File: src/rtl/sd_sched_if.sv
// Bundle of requester, status and SD-controller signals around sd_sched.
// master = the scheduler itself, slave = requesters plus SD controller.
interface sd_sched_if;
    logic [1:0]  rq_req;
    logic        rq_rw0;
    logic [31:0] rq_lba0;
    logic [7:0]  rq_cnt0;
    logic        rq_rw1;
    logic [31:0] rq_lba1;
    logic [7:0]  rq_cnt1;
    logic [1:0]  rq_grant;
    logic [1:0]  rq_done;
    logic [3:0]  rq_err;
    logic        sec_strobe;
    logic [7:0]  sec_idx;
    logic        sd_command;
    logic        sd_rw;
    logic [31:0] sd_lba;
    logic [1:0]  sd_card;
    logic [3:0]  sd_error;
    logic        sd_done;
    logic        sd_busy;

    modport master (
        input  rq_req, rq_rw0, rq_lba0, rq_cnt0, rq_rw1, rq_lba1, rq_cnt1,
        input  sd_card, sd_error, sd_done, sd_busy,
        output rq_grant, rq_done, rq_err, sec_strobe, sec_idx,
        output sd_command, sd_rw, sd_lba
    );

    modport slave (
        output rq_req, rq_rw0, rq_lba0, rq_cnt0, rq_rw1, rq_lba1, rq_cnt1,
        output sd_card, sd_error, sd_done, sd_busy,
        input  rq_grant, rq_done, rq_err, sec_strobe, sec_idx,
        input  sd_command, sd_rw, sd_lba
    );
endinterface

File: src/rtl/sd_sched.sv
// Round-robin job sequencer for the shared SD controller: grants one multi-sector
// job at a time and issues one sd_command per sector on consecutive LBAs.
module sd_sched #(
    parameter logic [23:0] TIMEOUT = 24'd12500000
) (
    input  logic     i_clock,
    input  logic     i_reset,
    sd_sched_if.master bus
);
    localparam logic [1:0] S_IDLE   = 2'd0;
    localparam logic [1:0] S_ISSUE  = 2'd1;
    localparam logic [1:0] S_WAIT   = 2'd2;
    localparam logic [1:0] S_FINISH = 2'd3;

    logic [1:0]  r_state;
    logic        r_rr;
    logic        r_sel;
    logic [1:0]  r_grant;
    logic [1:0]  r_done;
    logic [3:0]  r_err;
    logic [3:0]  r_job_err;
    logic        r_strobe;
    logic [7:0]  r_sec_idx;
    logic        r_cmd;
    logic        r_sd_rw;
    logic [31:0] r_sd_lba;
    logic        r_cur_rw;
    logic [31:0] r_cur_lba;
    logic [7:0]  r_remain;
    logic [7:0]  r_idx;
    logic [23:0] r_tmo;

    logic        w_sel;
    logic [1:0]  w_sel_onehot;
    logic        w_rw;
    logic [31:0] w_lba;
    logic [7:0]  w_cnt;

    // With both requesters pending the rr pointer decides; otherwise the lone one wins.
    assign w_sel = (bus.rq_req == 2'b11) ? r_rr : bus.rq_req[1];
    assign w_rw  = w_sel ? bus.rq_rw1  : bus.rq_rw0;
    assign w_lba = w_sel ? bus.rq_lba1 : bus.rq_lba0;
    assign w_cnt = w_sel ? bus.rq_cnt1 : bus.rq_cnt0;

    generate
        for (genvar gi = 0; gi < 2; gi++) begin : g_onehot
            assign w_sel_onehot[gi] = (w_sel == gi[0]);
        end
    endgenerate

    always_ff @(posedge i_clock) begin
        if (i_reset) begin
            r_state   <= S_IDLE;
            r_rr      <= 1'b0;
            r_sel     <= 1'b0;
            r_grant   <= 2'b00;
            r_done    <= 2'b00;
            r_err     <= 4'h0;
            r_job_err <= 4'h0;
            r_strobe  <= 1'b0;
            r_sec_idx <= 8'd0;
            r_cmd     <= 1'b0;
            r_sd_rw   <= 1'b0;
            r_sd_lba  <= 32'd0;
            r_cur_rw  <= 1'b0;
            r_cur_lba <= 32'd0;
            r_remain  <= 8'd0;
            r_idx     <= 8'd0;
            r_tmo     <= 24'd0;
        end else begin
            r_cmd    <= 1'b0;
            r_strobe <= 1'b0;
            r_done   <= 2'b00;
            case (r_state)
                S_IDLE: begin
                    if (bus.rq_req != 2'b00 && !bus.sd_busy) begin
                        r_sel     <= w_sel;
                        r_grant   <= w_sel_onehot;
                        r_cur_rw  <= w_rw;
                        r_cur_lba <= w_lba;
                        r_remain  <= w_cnt;
                        r_idx     <= 8'd0;
                        if (bus.sd_card == 2'b00) begin
                            r_job_err <= 4'hE;
                            r_state   <= S_FINISH;
                        end else if (w_cnt == 8'd0) begin
                            r_job_err <= 4'h0;
                            r_state   <= S_FINISH;
                        end else begin
                            r_state   <= S_ISSUE;
                        end
                    end
                end
                S_ISSUE: begin
                    if (!bus.sd_busy) begin
                        r_sd_lba <= r_cur_lba;
                        r_sd_rw  <= r_cur_rw;
                        r_cmd    <= 1'b1;
                        r_tmo    <= 24'd0;
                        r_state  <= S_WAIT;
                    end
                end
                S_WAIT: begin
                    // sd_done is tested first so it beats a coincident timeout.
                    if (bus.sd_done) begin
                        if (bus.sd_error != 4'h0) begin
                            r_job_err <= bus.sd_error;
                            r_state   <= S_FINISH;
                        end else begin
                            r_strobe  <= 1'b1;
                            r_sec_idx <= r_idx;
                            r_idx     <= r_idx + 8'd1;
                            r_cur_lba <= r_cur_lba + 32'd1;
                            r_remain  <= r_remain - 8'd1;
                            if (r_remain == 8'd1) begin
                                r_job_err <= 4'h0;
                                r_state   <= S_FINISH;
                            end else begin
                                r_state   <= S_ISSUE;
                            end
                        end
                    end else if (r_tmo + 24'd1 == TIMEOUT) begin
                        r_job_err <= 4'hF;
                        r_state   <= S_FINISH;
                    end else begin
                        r_tmo <= r_tmo + 24'd1;
                    end
                end
                S_FINISH: begin
                    r_done  <= r_grant;
                    r_err   <= r_job_err;
                    r_grant <= 2'b00;
                    r_rr    <= ~r_sel;
                    r_state <= S_IDLE;
                end
                default: r_state <= S_IDLE;
            endcase
        end
    end

    assign bus.rq_grant   = r_grant;
    assign bus.rq_done    = r_done;
    assign bus.rq_err     = r_err;
    assign bus.sec_strobe = r_strobe;
    assign bus.sec_idx    = r_sec_idx;
    assign bus.sd_command = r_cmd;
    assign bus.sd_rw      = r_sd_rw;
    assign bus.sd_lba     = r_sd_lba;
endmodule

File: src/flat_wrapper.sv
// flat-port wrapper written by rule: the top's interface ports become plain ports
module sd_sched_flat 
#(
    parameter logic [23:0] TIMEOUT = 24'd12500000
)
  (i_clock, i_reset, bus_rq_req, bus_rq_rw0, bus_rq_lba0, bus_rq_cnt0, bus_rq_rw1, bus_rq_lba1, bus_rq_cnt1, bus_sd_card, bus_sd_error, bus_sd_done, bus_sd_busy, bus_rq_grant, bus_rq_done, bus_rq_err, bus_sec_strobe, bus_sec_idx, bus_sd_command, bus_sd_rw, bus_sd_lba);
  sd_sched_if bus_i ();
  input  logic i_clock;
  input  logic i_reset;
  input wire logic [$bits(bus_i.rq_req)-1:0] bus_rq_req;
  input wire logic [$bits(bus_i.rq_rw0)-1:0] bus_rq_rw0;
  input wire logic [$bits(bus_i.rq_lba0)-1:0] bus_rq_lba0;
  input wire logic [$bits(bus_i.rq_cnt0)-1:0] bus_rq_cnt0;
  input wire logic [$bits(bus_i.rq_rw1)-1:0] bus_rq_rw1;
  input wire logic [$bits(bus_i.rq_lba1)-1:0] bus_rq_lba1;
  input wire logic [$bits(bus_i.rq_cnt1)-1:0] bus_rq_cnt1;
  input wire logic [$bits(bus_i.sd_card)-1:0] bus_sd_card;
  input wire logic [$bits(bus_i.sd_error)-1:0] bus_sd_error;
  input wire logic [$bits(bus_i.sd_done)-1:0] bus_sd_done;
  input wire logic [$bits(bus_i.sd_busy)-1:0] bus_sd_busy;
  output wire logic [$bits(bus_i.rq_grant)-1:0] bus_rq_grant;
  output wire logic [$bits(bus_i.rq_done)-1:0] bus_rq_done;
  output wire logic [$bits(bus_i.rq_err)-1:0] bus_rq_err;
  output wire logic [$bits(bus_i.sec_strobe)-1:0] bus_sec_strobe;
  output wire logic [$bits(bus_i.sec_idx)-1:0] bus_sec_idx;
  output wire logic [$bits(bus_i.sd_command)-1:0] bus_sd_command;
  output wire logic [$bits(bus_i.sd_rw)-1:0] bus_sd_rw;
  output wire logic [$bits(bus_i.sd_lba)-1:0] bus_sd_lba;
  assign bus_i.rq_req = bus_rq_req;
  assign bus_i.rq_rw0 = bus_rq_rw0;
  assign bus_i.rq_lba0 = bus_rq_lba0;
  assign bus_i.rq_cnt0 = bus_rq_cnt0;
  assign bus_i.rq_rw1 = bus_rq_rw1;
  assign bus_i.rq_lba1 = bus_rq_lba1;
  assign bus_i.rq_cnt1 = bus_rq_cnt1;
  assign bus_i.sd_card = bus_sd_card;
  assign bus_i.sd_error = bus_sd_error;
  assign bus_i.sd_done = bus_sd_done;
  assign bus_i.sd_busy = bus_sd_busy;
  assign bus_rq_grant = bus_i.rq_grant;
  assign bus_rq_done = bus_i.rq_done;
  assign bus_rq_err = bus_i.rq_err;
  assign bus_sec_strobe = bus_i.sec_strobe;
  assign bus_sec_idx = bus_i.sec_idx;
  assign bus_sd_command = bus_i.sd_command;
  assign bus_sd_rw = bus_i.sd_rw;
  assign bus_sd_lba = bus_i.sd_lba;
  sd_sched #(.TIMEOUT(TIMEOUT)) u_core (.i_clock(i_clock), .i_reset(i_reset), .bus(bus_i));
endmodule
File: config.mk
export PLATFORM = sky130hd
export DESIGN_NAME = sd_sched_flat
export DESIGN_NICKNAME = d
export VERILOG_FILES = /design/src/rtl/sd_sched_if.sv /design/src/rtl/sd_sched.sv /design/src/flat_wrapper.sv
export SDC_FILE = /design/constraint.sdc
export NUM_CORES = 1
export LEC_CHECK = 0
export ABC_CLOCK_PERIOD_IN_PS = 2800
export BUFFER_PORTS_ARGS = -buffer_cell sky130_fd_sc_hd__buf_4
export CAP_MARGIN = 20
export CORE_ASPECT_RATIO = 1.5
export CORE_MARGIN = 1
export CORE_UTILIZATION = 50
export DETAILED_ROUTE_END_ITERATION = 7
export GPL_TIMING_DRIVEN = 0
export PLACE_DENSITY_LB_ADDON = 0.25
export SLEW_MARGIN = 20
export SYNTH_ARGS = -nofsm -noshare
export SYNTH_HDL_FRONTEND = slang
export SYNTH_SLANG_ARGS = --single-unit
File: constraint.sdc
create_clock -name i_clock -period 2.8 [get_ports i_clock]
set_clock_uncertainty 0.2 [all_clocks]
set_input_delay 0.28 -clock i_clock [delete_from_list [all_inputs] [get_ports i_clock]]
set_output_delay 0.28 -clock i_clock [all_outputs]
set_load 0.1 [all_outputs]
== Word-level counts from Yosys, hierarchy flattened ==
Cells that the tools add are included.

* Flip-flop bits (word level): 132
* Latch bits: 0
* RAM bits: 0
* ROM bits: 0
* Input bits: 94
* Output and inout bits: 51
* Logic and storage cells: 106
* Memories: 0

* Add/subtract/negate cells: 4
* Multipliers: 0
* Div/mod/pow operators: 0
* Magnitude comparators: 0
* Equality and inequality tests: 15
* Shift operators: 0
* Mux-type cells: 41
* Bitwise operators: 8
* Reduce and logical (&&, ||, !) cells: 21

{| class="wikitable"
|+ Operator list
! cell !! count
|-
| 2-to-1 mux 32 bit || 4
|-
| 2-to-1 mux 24 bit || 3
|-
| one-hot mux 32 bit (2 select lines) || 1
|-
| 2-to-1 mux 8 bit || 7
|-
| one-hot mux 24 bit (2 select lines) || 1
|-
| adder 32 x 1 -> 32 bit, second input constant || 1
|-
| one-hot mux 8 bit (2 select lines) || 2
|-
| 2-to-1 mux 4 bit || 7
|-
| adder 24 x 1 -> 24 bit, second input constant || 1
|-
| == test 24 bit, second input constant || 1
|-
| 2-to-1 mux 2 bit || 9
|-
| inequality test 2 bit, second input constant || 5
|-
| adder 8 x 1 -> 8 bit, second input constant || 1
|-
| == test 8 x 1 -> 1 bit, second input constant || 1
|-
| zero test 8 bit || 1
|-
| inverter 1 bit || 8
|-
| one-hot mux 2 bit (4 select lines) || 1
|-
| one-hot mux 4 bit (2 select lines) || 1
|-
| AND reduction 4 bit || 2
|-
| nonzero test 2 bit || 4
|-
| subtractor 8 x 1 -> 8 bit, second input constant || 1
|-
| == test 2 bit, second input constant || 3
|-
| AND reduction 2 bit || 3
|-
| AND reduction 3 bit || 2
|-
| 14 further kinds || 19
|}

== Depth between registers and ports, before layout ==
Gate-level depths: netlist (run 1).

* Depth in word-level cells: 8
* Mapped depth: 10
* Gate-level depth less buffers: 9

== Least setup slack after synthesis (run 1) ==
No wires, ideal clock.

* Path kind: reg-to-reg
* Start point: reg u_core.r_tmo[1]
* End point: reg u_core.r_tmo[5]
* Setup time: 0.121 ns
* Data arrival time: 2.379 ns
* Setup slack: 0.100 ns
* Stages on the path, launching flop included: 10
* Path buffers: 0
* Clock period less this slack: 2.700 ns
* Cell sequence: dfxtp_1 ha_1 nand3_1 nor2_1 nand4_1 xnor2_1 or4_1 nor2_4 nor4_1 mux2_2

* Cells in the longest elaborated chain, start to end: 4

{| class="wikitable"
|+ Ends and longest elaborated chain
! element !! RTL line !! RTL
|-
| start: declaration || sd_sched.sv:31 || <nowiki>logic [23:0] r_tmo;</nowiki>
|-
| start signal: assignment || sd_sched.sv:126 || <nowiki>r_tmo <= r_tmo + 24'd1;</nowiki>
|-
| adder 24 x 1 -> 24 bit (*) || sd_sched.sv:122, sd_sched.sv:126 ||
|-
| == test 24 bit or 2-to-1 mux 24 bit (tied branches) || sd_sched.sv:122 || <nowiki>end else if (r_tmo + 24'd1 == TIMEOUT) begin</nowiki>
|-
| inequality test 2 bit (no line) or 2-to-1 mux 24 bit (tied branches) || n/a ||
|-
| AND reduction 4 bit (no line) or one-hot mux 24 bit (2 select lines) (tied branches) || n/a ||
|}

Every way passes the cells marked *; elsewhere a longest branch is shown, timed or not. The select of a mux whose other input is x is not followed.
A chain may end at the register's enable or synchronous reset.

== Final worst setup path (run 1) ==
* Start point: reg u_core.r_tmo[0]
* End point: reg u_core.r_tmo[0]

The elaborated chain is that of the path after synthesis.

==> results of run 1 <==
[layout by cell type, fill, tap and decap left out, types with 7 or more instances in the layout]
| master | netlist | layout |
|---|---|---|
| nand2_1 | 219 | 217 |
| buf_4 | 2 | 159 |
| a21oi_1 | 120 | 120 |
| dfxtp_1 | 132 | 120 |
| nor2_1 | 72 | 69 |
| nand3_1 | 65 | 60 |
| clkbuf_1 | 57 | 54 |
| o21ai_0 | 51 | 49 |
| nor3_1 | 32 | 27 |
| nand4_1 | 19 | 19 |
| clkbuf_16 | 0 | 17 |
| inv_1 | 15 | 15 |
| mux2i_1 | 13 | 13 |
| a311oi_1 | 11 | 11 |
| nor4_1 | 12 | 11 |
| o211ai_1 | 10 | 10 |
| dfxtp_2 | 0 | 10 |
| and3_1 | 10 | 9 |
| xor2_1 | 9 | 9 |
| a211oi_1 | 10 | 9 |
| a31oi_1 | 9 | 8 |
| xnor2_1 | 7 | 7 |
[layout make-up]
class,instances,area [µm²]
plain buffers,69,324
clock buffers,21,460
clock inverters,11,176
fillers,1184,4250
inverters,16,60.1
multi-input cells,754,4160
flip-flops and latches,132,2660
well taps,162,203
repair buffers,163,1240
[registers in the layout, indices dropped and copies added, names as in the netlist, 2 cells and up]
register / count
u_core.r_state: 2
u_core.bus.rq_grant: 2
u_core.r_tmo: 24
u_core.r_idx: 8
u_core.r_remain: 8
u_core.r_cur_lba: 32
u_core.bus.rq_err: 4
u_core.r_job_err: 4
u_core.bus.rq_done: 2
u_core.bus.sec_idx: 8
u_core.bus.sd_lba: 32
[stage by stage]
step / total power [µW] / setup slack (ns) / hold WS (ns)
2_1_floorplan: 2600 / 0.100 / 0.232
3_3_place_gp: 2930 / -0.452 / 0.244
3_5_place_dp: 2950 / -0.503 / 0.248
4_1_cts: 5350 / 0.000275 / 0.000976
5_1_grt: 5520 / -0.0924 / 0.00867
6_report: 5400 / -0.0177 / -0.00205
[per-layer routing]
metal	share of wire, %	routed length [µm]	track usage, %
met5	0	0	0
met4	6.9	1830	24.3
met3	11	2790	8.57
met2	48	12700	59.3
met1	35	9130	39.1
[final timing paths]
path	start	end
min	bus_sd_error[1]	u_core.r_job_err[1]
max reg2reg	u_core.r_tmo[0]	u_core.r_tmo[0]
min reg2reg	u_core.bus.rq_err[1]	u_core.bus.rq_err[1]
max	u_core.r_tmo[0]	u_core.r_tmo[0]
[logic make-up after synthesis]
logic type,after synthesis,share of synthesized area (%)
AND/OR/NAND/NOR,471,31.3
AO/OA/AOI/OAI,247,20.7
flip-flops,132,37.9
buffers and inverters,87,4.99
XOR/XNOR,16,2.01
multiplexers,14,2.03
adder cells (fa/ha/maj),6,1.08
[power by group]
group | total, µW | switching, µW | internal [µW]
registers | 2070 | 103 | 1970
clock network | 2440 | 897 | 1540
logic | 895 | 597 | 298
[worst reg2reg max path: stages (launching register included)]
cell	delay [ns]
dfxtp_4	0.37
clkbuf_8	0.16
nand2_2	0.07
or3_4	0.33
a22oi_2	0.21
o2111ai_2	0.15
or4_4	0.61
nor2_4	0.25
buf_6	0.15
o211ai_1	0.08
a21oi_1	0.17
[what timing repair did]
item,CTS,global route
gates resized for setup,23,53
endpoints found under the hold margin,3,0
endpoints found under the setup margin,24,33
setup buffers,2,15
pin swaps,7,9
hold buffers,4,0
==> flow_metrics.tcl, run 1 <==
set metrics [dict create \
    via_per_inst 6.27 \
    ys_seq_area_share_pct 37.9 \
    slew_viol_final 0 \
    ys_ff_latch 132 \
    hold_ws_ns -0.00205 \
    post_drt_wl_per_cell_um 19.9 \
    synth_area_leaders "dfxtp_1, nand2_1, a21oi_1, nand3_1, nor2_1" \
    hold_class "input port to flop" \
    critPathBufInv 2 \
    fin_nets 1253 \
    h-tree-depth 4 \
    slew_headroom_pct 36.8 \
    grt_pass1_vias 7755 \
    synth.avg_cell_area_um2 7.17 \
    synth_edf_count 0 \
    cap_viol_max_count 0 \
    clock_path_buffers 2 \
    setup_tns_ns -0.0177 \
    ctsRootBufferMaster "clkbuf_16" \
    grt_max_degree 17 \
    final_cells 1328 \
    first_pass_iters 8 \
    hpwl_um 18300 \
    worst_setup_path_end_kind "flop" \
    clkTransAtPathRegs_ns 0.06 \
    vias 8330 \
    drt_iter0_drc 816 \
    fin_util_pct 68.6 \
    diodes 0 \
    max_freq_mhz 355 \
    worst_path_max_delay_cell "or4_4" \
    dieArea_mm2 0.0144 \
    syn2layout_area_growth_pct 33.1 \
    row_count 52 \
    setup-violations-final 1 \
    place_inst 1277 \
    hold_violations 1 \
    ff2ff_setup_slack_ns -0.02 \
    rsz0062_at_grt "yes" \
    peakVddDrop_v 0.000386 \
    async_reset_ff_share_pct 0 \
    routed_wl_um 26400 \
    netlist_instances 973 \
    period_share_pct 101 \
    crit_path_cell_trace "clkbuf_8 -> nand2_2 -> or3_4 -> a22oi_2 -> o2111ai_2 -> or4_4 -> nor2_4 -> buf_6 -> o211ai_1 -> a21oi_1" \
    period_minus_slack_ns 2.82 \
    drc 0 \
    rr_worst_depth 10 \
    fin_area_mm2 0.00928 \
    start_kind "flop" \
    synth_top_cell_by_area "dfxtp_1" \
    ys.flop_type "dfxtp_1" \
    cp.arrival_ns 2.96 \
    port_buffers 142 \
    tightestPinTransition_ns 0.947 \
    synth_nets 1073 \
    grt_pass1_wl_um 39400 \
    critPathRequiredTime_ns 2.94 \
    crit_family "simple AND/OR/NAND/NOR gates" \
    cp_slowest_stage_delay_ns 0.61 \
    yosysUniqueCellTypes 61 \
    numCtsBuffers 17 \
    drive_above_1_share_pct 22.2 \
    crit_fanout 8 \
    grt_antenna_before_repair 0 \
    yosysWarnings 0 \
    synthMostInstantiatedCell "nand2_1" \
    cts_tree "built" \
    ant_nets 0 \
    holdPathStages 3 \
    core_mm2 0.0135 \
    insertion_delay_ns 0.43 \
    p_leak_uw 0.00359 \
    place_area_mm2 0.00825 \
    gp_congestion 0.974 \
    clock-sinks 132 \
    synth_top_area_share_pct 37.9 \
    ios 145 \
    violations "negative hold slack, negative setup slack" \
    status "finished, violations left" \
    post-route-worst-setup-slack_ns -0.0177 \
    grt_overflow 0 \
    die_y_um 147 \
    grtUsageTotal_pct 35.3 \
    crit_type "flop to flop" \
    path_depth 10 \
    ys_top_cells_by_count "nand2_1, dfxtp_1, a21oi_1" \
    powerDensity_mw_per_mm2 582 \
    synth_area_mm2 0.00697 \
    dieWidth_um 98.4 \
    start_util_pct 51.5 \
]
Power figures use the tool's default switching activity.
==> run 2, diff against run 1 <==
Settings changed: CELL_PAD_IN_SITES_DETAIL_PLACEMENT from default to 0, CELL_PAD_IN_SITES_GLOBAL_PLACEMENT from default to 2, CORE_UTILIZATION 50 to 28.
==> run 2 against run 1 <==
Against the previous run:
- the flow now finishes without violations
- sequential power is essentially flat
- hold slack gained 0.036 ns
- critical path depth is the same
- combinational power grew 2.6%
- global-route usage shrank 11 points
- flip-flop and latch count is the same
- worst setup slack gained 0.057 ns
- largest power group unchanged
- critical endpoint is now u_core.r_tmo[22]
- final cell count grew 13%
- clock power shrank 11%
- clock-buffer cell count is the same
==> flow_metrics.tcl, run 2 (synthesis results as in run 1) <==
set metrics [dict create \
    cap_viol_max_count 0 \
    start_util_pct 28.5 \
    grt_use_met1_pct 27.0 \
    layout_common_cells "nand2_1, buf_4, dfxtp_1" \
    cts_tree "built" \
    rsz0062_at_grt "yes" \
    clkTransAtPathRegs_ns 0.06 \
    dieWidth_um 131 \
    ctsRootBufferMaster "clkbuf_16" \
    final_common_cell "nand2_1" \
    use_met3_pct 3.92 \
    drc 0 \
    post-route-worst-setup-slack_ns 0.0394 \
    multi_input_area_mm2 0.00422 \
    cp.arrival_ns 2.90 \
    worst_setup_path_end_kind "flop" \
    grt_antenna_before_repair 0 \
    gp_congestion 0.847 \
    grt_pass1_wl_um 45800 \
    grtUsageTotal_pct 24.7 \
    first_pass_iters 6 \
    drt_iter0_drc 463 \
    ff2ff_setup_slack_ns 0.04 \
    tightestPinTransition_ns 0.967 \
    p_leak_uw 0.00369 \
    die_y_um 195 \
    slew_headroom_pct 35.5 \
    slew_viol_final 0 \
    fillers 2638 \
    powerDensity_mw_per_mm2 537 \
    vias 7806 \
    drive_above_1_share_pct 24.1 \
    setup-violations-final 0 \
    post_drt_wl_per_cell_um 20.3 \
    switching_share_pct 31.0 \
    gr-max-usage-layer "met2" \
    power.switching_uw 1600 \
    p_comb_share_pct 17.8 \
    diodes 0 \
    grt_use_met2_pct 45.6 \
    start_kind "flop" \
    period_minus_slack_ns 2.76 \
    routed_wl_um 30400 \
    seqPwrFrac_pct 40.2 \
    rr_worst_depth 10 \
    clock_path_buffers 2 \
    hold_class "input port to flop" \
    crit_type "flop to flop" \
    holdPathEnd "u_core.r_state[0]" \
    grt_pass1_vias 7824 \
    hpwl_um 22400 \
    hold_ws_ns 0.0340 \
    critPathRequiredTime_ns 2.94 \
    grt_overflow 0 \
    timing.rr.start "u_core.r_tmo[3]" \
    ios 145 \
    h-tree-depth 4 \
    clock-sinks 132 \
    preCtsSetupSlack_ns -0.880 \
    syn2layout_area_growth_pct 37.2 \
    power.internal_uw 3550 \
    core_mm2 0.0244 \
    status "finished, final reports clean" \
    crit_fanout 10 \
    fin_util_pct 39.2 \
    ant_nets 0 \
    fin_nets 1262 \
    grt_max_degree 17 \
    ff_latch_area_mm2 0.00266 \
    worstHoldStart "bus_sd_busy" \
    period_share_pct 98.6 \
    hold_violations 0 \
    holdPathStages 3 \
    insertion_delay_ns 0.44 \
    critPathLaunch "u_core.r_tmo[3]" \
    reg2reg_to "u_core.r_tmo[22]" \
    max_freq_mhz 362 \
    row_count 70 \
    p_clk_share_pct 42.0 \
    numCtsBuffers 17 \
    port_buffers 142 \
    peakVddDrop_v 0.000454 \
    via_per_inst 5.21 \
    dieArea_mm2 0.0256 \
]
==> run 2: cell type report <==
type | count | area share [%]
plain buffers | 68 | 3.63
clock buffers | 21 | 4.92
multi-input cells | 754 | 44.1
flip-flops and latches | 132 | 27.8
inverters | 16 | 0.628
repair buffers | 173 | 13.8
well taps | 324 | 4.24
clock inverters | 10 | 0.863
==> run 2: per-stage QoR <==
| step | instance area, µm² | TNS [ns] | total power [µW] | std cells |
|---|---|---|---|---|
| after floorplan | 6970 | 0 | 2600 | 973 |
| after global placement | 8450 | -20.99 | 3000 | 1439 |
| after detailed placement | 8460 | -21.96 | 3010 | 1440 |
| after CTS | 9270 | 0 | 5170 | 1480 |
| after global routing | 9570 | -0.449 | 5350 | 1498 |
| final | 9570 | 0 | 5140 | 1498 |
==> run 2: critical path, stage by stage, from the launching register on <==
cell	delay, ns
dfxtp_1	0.32
buf_6	0.14
nand3_2	0.09
or3_4	0.37
a22oi_2	0.24
o2111ai_2	0.15
or4_4	0.60
nor2_4	0.18
buf_6	0.13
nor3_2	0.03
nor4_1	0.21
==> run 2: worst max-delay path by stage <==
stage | endpoint | cells after the start
5_1_grt | u_core.r_tmo[0] | 10
4_1_cts | u_core.r_tmo[22] | 10
6_report | u_core.r_tmo[22] | 10
2_1_floorplan | u_core.r_tmo[5] | 9
3_5_place_dp | u_core.r_cur_lba[30] | 9
3_3_place_gp | u_core.r_cur_lba[28] | 9
==> run 2: repair_timing <==
action	in CTS	in global routing
endpoints found under the setup margin	52	49
pin swaps	7	14
buffers inserted	5	18
endpoints found under the hold margin	5	0
cloned	0	1
hold buffers	6	0
gates resized for setup	45	61
==> run 2: power groups by stage <==
stage / Sequential (µW) / Combinational, µW / Clock, µW
final: 2070 / 918 / 2160
after global routing: 2080 / 998 / 2270
after CTS: 2060 / 918 / 2190
after detailed placement: 2100 / 905 / 0
after global placement: 2100 / 901 / 0
after floorplan: 2150 / 447 / 0
==> run 2: layer usage <==
metal | vias to the layer above | wire (µm)
li1 | 3819 | -
met1 | 3716 | 11800
met2 | 215 | 16400
met3 | 56 | 1150
met4 | 0 | 1030
met5 | - | 0
==> run 3, diff against run 2 <==
Settings changed: CTS_CLUSTER_DIAMETER from default to 60, HOLD_SLACK_MARGIN from default to 0.05.
==> run 3 against run 2 <==
Against the previous run:
- highest routed layer unchanged
- clock-buffer cell count unchanged
- clock power about the same
- die area unchanged
- critical path depth unchanged
==> flow_metrics.tcl, run 3 (synthesis results as in run 1) <==
set metrics [dict create \
    ctsRootBufferMaster "clkbuf_16" \
    status "finished, final reports clean" \
    holdPathEnd "u_core.r_cur_lba[22]" \
    final_common_cell "nand2_1" \
    dieArea_mm2 0.0256 \
    routed_wl_um 30300 \
    h-tree-depth 4 \
    ff2ff_setup_slack_ns 0.03 \
    timing.rr.start "u_core.r_tmo[3]" \
    drive_above_1_share_pct 24.0 \
    ff_latch_area_mm2 0.00266 \
    grt_overflow 0 \
    cap_viol_max_count 0 \
    clkTransAtPathRegs_ns 0.06 \
    critPathRequiredTime_ns 2.94 \
    drc 0 \
    syn2layout_area_growth_pct 37.8 \
    p_leak_uw 0.00371 \
    gp_congestion 0.847 \
    period_minus_slack_ns 2.77 \
    grt_max_degree 17 \
    cp.arrival_ns 2.91 \
    crit_path_cell_trace "buf_6 -> nand3_2 -> or3_4 -> a22oi_2 -> o2111ai_2 -> or4_4 -> nor2_4 -> buf_6 -> nor3_2 -> nor4_1" \
    cp_common_cell "buf_6" \
    grtUsageTotal_pct 24.8 \
    hold_class "input port to flop" \
    grt_pass1_wl_um 46000 \
    multi_input_area_mm2 0.00422 \
    max_freq_mhz 361 \
    hold_ws_ns 0.0593 \
    fin_nets 1266 \
    worst_path_max_delay_cell "or4_4" \
    clock_path_buffers 2 \
    vias 7798 \
    hpwl_um 22400 \
    crit_type "flop to flop" \
    port_buffers 142 \
    slew_viol_final 0 \
    insertion_delay_ns 0.44 \
    drt_iter0_drc 427 \
    post_drt_wl_per_cell_um 20.2 \
    start_kind "flop" \
    ios 145 \
    cp_slowest_stage_delay_ns 0.60 \
    critPathLaunch "u_core.r_tmo[3]" \
    grt_pass1_vias 7882 \
    dieWidth_um 131 \
    row_count 70 \
    worstHoldStart "bus_rq_lba0[22]" \
    hold_violations 0 \
    powerDensity_mw_per_mm2 536 \
    rr_worst_depth 10 \
    worst_setup_path_end_kind "flop" \
    grt_antenna_before_repair 0 \
    die_y_um 195 \
    slew_headroom_pct 38.8 \
    numCtsBuffers 17 \
    reg2reg_to "u_core.r_tmo[22]" \
    preCtsSetupSlack_ns -0.880 \
    start_util_pct 28.5 \
    crit_fanout 10 \
    peakVddDrop_v 0.000455 \
    core_mm2 0.0244 \
    rsz0062_at_grt "yes" \
    period_share_pct 99.0 \
    layout_common_cells "nand2_1, buf_4, dfxtp_1" \
    fillers 2635 \
    holdPathStages 5 \
    tightestPinTransition_ns 0.917 \
    via_per_inst 5.19 \
    setup-violations-final 0 \
    first_pass_iters 7 \
    diodes 0 \
    clock-sinks 132 \
    post-route-worst-setup-slack_ns 0.0275 \
    final_cells 1502 \
    place_inst 1440 \
    ant_nets 0 \
    cts_tree "built" \
]
## run 3: repair_timing
| action | 4_1_cts | 5_1_grt |
|---|---|---|
| gates cloned | 0 | 1 |
| hold endpoints to repair | 8 | 0 |
| buffers inserted | 5 | 18 |
| endpoints found under the setup margin | 52 | 49 |
| hold buffers | 10 | 0 |
| resized for setup | 45 | 61 |
| pin swaps | 7 | 14 |
## run 3: worst max-delay path by stage
stage / to / slack, ns / cells past startpoint
floorplan: u_core.r_tmo[5] / 0.10 / 9
global placement: u_core.r_cur_lba[28] / -0.82 / 9
detailed placement: u_core.r_cur_lba[30] / -0.88 / 9
CTS: u_core.r_tmo[22] / 0.003 / 10
global route: u_core.r_tmo[0] / -0.09 / 10
finish: u_core.r_tmo[22] / 0.03 / 10
## run 3: cell type report
cell class              count  area share, %
clock buffers              21           4.90
clock inverters            10          0.859
multi-input cells         754           43.9
well taps                 324           4.22
repair buffers            177           14.2
plain buffers              68           3.62
flip-flops and latches    132           27.7
inverters                  16          0.625
## run 3: per-stage QoR
step                      power [µW]  TNS [ns]  utilization (%)  instance area (µm²)
after floorplan                 2600         0                -                 6970
after global placement          3000    -20.99             34.6                 8450
after detailed placement        3010    -21.96             34.6                 8460
after CTS                       5180         0             38.1                 9310
after global routing            5350    -0.449             39.3                 9610
final                           5150         0             39.3                 9610
## run 3: power by group
part / total, µW / switching, µW / internal (µW)
logic: 924 / 613 / 310
clock network: 2160 / 884 / 1270
registers: 2070 / 101 / 1970
total: 5150 / 1600 / 3550
## run 3: critical path, delay by kind of cell, from the launching register on
kind,cells,cell delay [ns]
buf+inv,2,0.27
compound gates,2,0.39
flops,1,0.32
simple gates,6,1.49
## run 3: routing by layer
layer	track usage [%]	vias to the layer above	share of wire [%]
met5	0	-	0
met4	11.2	0	3.4
met3	3.89	54	3.5
met2	45.7	194	54
met1	27.1	3718	39
li1	-	3832	-
